==> config.mk <==
export PLATFORM = sky130hd
export DESIGN_NAME = hazard_unit
export DESIGN_NICKNAME = d
export VERILOG_FILES = /design/src/rtl/hazard_unit.sv
export SDC_FILE = /design/constraint.sdc
export NUM_CORES = 1
export LEC_CHECK = 0
export ABC_AREA = 1
export CAP_MARGIN = 10
export CELL_PAD_IN_SITES_DETAIL_PLACEMENT = 0
export CELL_PAD_IN_SITES_GLOBAL_PLACEMENT = 1
export CORE_MARGIN = 2
export CORE_UTILIZATION = 33
export CTS_BUF_LIST = sky130_fd_sc_hd__clkbuf_2 sky130_fd_sc_hd__clkbuf_4 sky130_fd_sc_hd__clkbuf_8
export CTS_CLUSTER_SIZE = 14
export DETAILED_ROUTE_END_ITERATION = 10
export PLACE_DENSITY_LB_ADDON = 0.1
export SYNTH_ARGS = -nofsm -noshare
export SYNTH_HDL_FRONTEND = slang
export SYNTH_SLANG_ARGS = --single-unit
==> constraint.sdc <==
create_clock -name clk -period 2.4 [get_ports clk]
set_clock_uncertainty 0.05 [all_clocks]
set_input_delay 0.72 -clock clk [delete_from_list [all_inputs] [get_ports clk]]
set_output_delay 0.72 -clock clk [all_outputs]
set_load 0.03 [all_outputs]
==> src/rtl/hazard_unit.sv <==
// Hazard detection for the RV32 pipeline: EXEC operand forwarding,
// stall/flush steering and saturating stall/flush cycle counters.
module hazard_unit #(
    parameter int CNT_W = 16
) (
    input  logic             clk,
    input  logic             rst_n,
    input  logic             cnt_clr,
    input  logic             MEM_rd_reg_write,
    input  logic             WB_rd_reg_write,
    input  logic [4:0]       EXEC_rs1,
    input  logic [4:0]       EXEC_rs2,
    input  logic [4:0]       MEM_rd,
    input  logic [4:0]       WB_rd,
    input  logic             BRA,
    input  logic             JMP,
    input  logic             FETCH_valid,
    input  logic             MEM_valid,
    input  logic             EXEC_mem2reg,
    input  logic [4:0]       FETCH_rs1,
    input  logic [4:0]       FETCH_rs2,
    input  logic [4:0]       EXEC_rd,
    output logic [1:0]       FWD_rs1,
    output logic [1:0]       FWD_rs2,
    output logic             FETCH_stall,
    output logic             EXEC_stall,
    output logic             EXEC_flush,
    output logic             MEM_flush,
    output logic [CNT_W-1:0] stall_cnt,
    output logic [CNT_W-1:0] flush_cnt
);

    localparam logic [CNT_W-1:0] CNT_MAX = '1;

    logic rs1_mem_hit;
    logic rs1_wb_hit;
    logic rs1_wb_only;
    logic rs2_mem_hit;
    logic rs2_wb_hit;
    logic rs2_wb_only;
    logic load_use;
    logic redirect;

    // x0 is hardwired zero, so it never matches a producer
    assign rs1_mem_hit = MEM_rd_reg_write
                       && (EXEC_rs1 != 5'd0)
                       && (EXEC_rs1 == MEM_rd);
    assign rs1_wb_hit  = WB_rd_reg_write
                       && (EXEC_rs1 != 5'd0)
                       && (EXEC_rs1 == WB_rd);
    assign rs2_mem_hit = MEM_rd_reg_write
                       && (EXEC_rs2 != 5'd0)
                       && (EXEC_rs2 == MEM_rd);
    assign rs2_wb_hit  = WB_rd_reg_write
                       && (EXEC_rs2 != 5'd0)
                       && (EXEC_rs2 == WB_rd);

    // MEM holds the newer value, so a WB hit only counts without a MEM hit
    assign rs1_wb_only = rs1_wb_hit && !rs1_mem_hit;
    assign rs2_wb_only = rs2_wb_hit && !rs2_mem_hit;

    assign load_use = EXEC_mem2reg
                    && (EXEC_rd != 5'd0)
                    && ((EXEC_rd == FETCH_rs1)
                     || (EXEC_rd == FETCH_rs2));

    assign redirect = BRA || JMP;

    // Select the rs1 operand source for EXEC
    always_comb begin
        FWD_rs1 = 2'b00;
        unique case (1'b1)
            rs1_mem_hit: FWD_rs1 = 2'b01;
            rs1_wb_only: FWD_rs1 = 2'b10;
            default:     FWD_rs1 = 2'b00;
        endcase
    end

    // Select the rs2 operand source for EXEC
    always_comb begin
        FWD_rs2 = 2'b00;
        unique case (1'b1)
            rs2_mem_hit: FWD_rs2 = 2'b01;
            rs2_wb_only: FWD_rs2 = 2'b10;
            default:     FWD_rs2 = 2'b00;
        endcase
    end

    // Stall/flush steering; a pending data access freezes everything
    always_comb begin
        FETCH_stall = 1'b1;
        EXEC_stall  = 1'b1;
        EXEC_flush  = 1'b0;
        MEM_flush   = 1'b0;
        if (MEM_valid) begin
            EXEC_stall  = 1'b0;
            // the wrong-path consumer is discarded on a redirect
            FETCH_stall = load_use && !redirect;
            EXEC_flush  = redirect || load_use || !FETCH_valid;
            MEM_flush   = redirect;
        end
    end

    // Saturating stall/flush cycle counters, clear beats increment
    always_ff @(posedge clk or negedge rst_n) begin
        if (!rst_n) begin
            stall_cnt <= '0;
            flush_cnt <= '0;
        end else if (cnt_clr) begin
            stall_cnt <= '0;
            flush_cnt <= '0;
        end else begin
            if (FETCH_stall && (stall_cnt != CNT_MAX))
                stall_cnt <= stall_cnt + CNT_W'(1);
            if (EXEC_flush && (flush_cnt != CNT_MAX))
                flush_cnt <= flush_cnt + CNT_W'(1);
        end
    end

endmodule

==> run metrics <==
CTS Buffer Depth 2; cell area after synthesis 2690 um^2; Worst path max stage delay 0.21 ns; CP max FO 2; register bit total from synthesis 32; filler cell count in the final layout 782; Die Area 8870 um^2; Worst Hold Class reg -> reg; Vias/cell 4.75; largest area contributor in the netlist dfrtp_1; router iterations before antenna repair 5; CP required 1.63 ns; cell count after synthesis 391; Final Hold Vio Count 0; Max Transition Viols Final 0; Starting Density 0.344; critical path's top delay family buffers and inverters; Total Power 1.40 mW; number of buffer and inverter stages on the critical path 2; Worst-Skew Late Latency 0.29 ns; crit-path cells clkdlybuf4s15_1 > xor2_1 > a211oi_1 > nand2_1 > nor2_2 > buf_6; Slew headroom 0.651; HPWL Detailed 5.77 mm; Reg clk slew, reported paths 0.07 ns; DR iter-0 viols 113; Critical Path AT 1.70 ns; WHS 0.504 ns; ANT nets after route 0; DRC errors left 0; Worst Max-Slew Pin Slew 0.520 ns; Multi-input gate area 1850 um^2; htree depth 2; pre-CTS setup slack -0.495 ns; fin crit share 1.03; Setup WS post-layout -0.0724 ns; fmax 404 MHz; Non-Filler Instances 606; global placer's final weighted congestion 0.793; mean routed wirelength per cell 13.1 um; clock sink count 32; Mapped Nets 438; leakage power 2.08 nW; VDD IR max 0.179 mV; total number of vias 2878; IO Count 85; Horiz. Die Dim 94.2 um; Seq. cell area 801 um^2; DRT Wirelength 7.93 mm; Remaining Overflow, GRT 0; Post-synth top cells nand2_1, inv_1, nand3_1, nor2_1, dfrtp_1; Synth area leaders dfrtp_1, nand2_1, nand3_1, xor2_1, inv_1; number of max-cap violations 0; Pwr Density 337 nW/um^2; CP endpoint kind primary output; top-area cell type share of the netlist area 0.298; slowest stage cell, crit path clkdlybuf4s15_1; Ys Warns 0; Die Y 94.2 um; Placed Cells 585; Post-Route Utilization 0.532; CTS Buf Count 5; Core Region 7810 um^2; ys async rst share 1.00; initial antenna violation count 0; Synth-to-Final Area Change 54.6%; Final setup viols 4; synthesized area per cell 6.87 um^2; # diodes 0; fraction of layout cells with a size suffix above 1 0.302; Tot GR Track Use 0.191; top-count cell post-synth nand2_1; hold_buf cts 0; status finished, violations left; vias in the first global route 2915; first-pass GRT wire length 13.7 mm; row count 32; RSZ-0062 raised after global routing yes; number of nets in the layout 550; largest net degree at the start of global routing 33; register area share after synthesis 0.298; failing checks negative setup slack; unique cell type count in the Yosys netlist 34; Buffers on Ports 84; crit path kind in -> out; clock root buffer clkbuf_8; Period minus WS final 2.47 ns; startpoint types input pin; CTS tree done; Post-synth EDFFs 0; Synth Flop Type dfrtp_1
==> cells in the final DEF (no fill, tap or decap), types with 6 or more instances in the layout <==
cell type	instances
dlygate4sd2_1	7
dfrtp_1	32
xor2_1	20
o21ai_0	6
inv_2	10
nand3_1	36
nand3_2	9
nand2_2	16
clkbuf_2	6
xnor2_1	8
buf_4	27
buf_6	24
nand2_1	90
nand4_1	21
clkdlybuf4s50_1	35
clkbuf_8	6
nor3_1	8
buf_2	9
inv_1	37
nor2_1	37
==> state kept, by name (all words and copies together) (netlist names) <==
| signal | flops |
|---|---|
| flush_cnt | 16 |
| stall_cnt | 16 |
==> cell families after synthesis <==
group	share of synthesized area
flip-flops	0.298
AO/OA/AOI/OAI	0.0447
AND/OR/NAND/NOR	0.449
buffers and inverters	0.0974
XOR/XNOR	0.101
adder cells (fa/ha/maj)	0.00932
==> power breakdown <==
group	leakage [nW]	total [mW]	switching [mW]	internal (mW)
clock network	0.0510	0.446	0.217	0.229
registers	0.443	0.565	0.0160	0.549
logic	1.58	0.388	0.210	0.178
==> area by class of cell <==
type                    count  area share
multi-input cells         297       0.445
inverters                  51      0.0485
flip-flops and latches     32       0.193
clock buffers               6      0.0199
well taps                 102      0.0307
repair buffers            116       0.260
clock inverters             2     0.00241
==> path summary, 6_finish.rpt <==
path / start / endpoint / slack (ns) / cells past startpoint
worst max-delay path: WB_rd[4] / FWD_rs2[1] / -0.07 / 6
worst min-delay path: flush_cnt[13] / flush_cnt[13] / 0.50 / 2
worst max register to register: stall_cnt[0] / stall_cnt[14] / 0.39 / 7
worst min register to register: flush_cnt[13] / flush_cnt[13] / 0.50 / 2
max in group asynchronous: rst_n / flush_cnt[10] / 1.21 / 2
min in group asynchronous: rst_n / stall_cnt[5] / 0.80 / 2
==> repair_timing <==
| action | in CTS | in global routing |
|---|---|---|
| pin swaps | 40 | 38 |
| gates resized for setup | 155 | 68 |
| cloned | 0 | 2 |
| setup buffers | 10 | 4 |
| setup endpoints to repair | 6 | 22 |
==> metal layers <==
layer / share of wire / track usage / vias to the layer above
met1: 0.45 / 0.237 / 1329
met2: 0.51 / 0.345 / 48
met5: 0 / 0 / -
li1: - / - / 1495
met4: 0.0093 / 0.0483 / 0
met3: 0.036 / 0.0305 / 6
==> metrics by stage <==
step / cell area, um^2 / TNS (ns)
after floorplan: 2720 / -0.101
after global placement: 3750 / -8.21
after detailed placement: 3750 / -8.81
after CTS: 3900 / -0.758
after global routing: 4150 / -0.539
final: 4150 / -0.173
==> tightest hold or removal path, delay by kind of cell, from the launching register on <==
kind	cells	cell delay (ns)
DFF	1	0.39
and+or+nand+nor	2	0.14
Note: power is estimated with default switching activity, not from simulation.
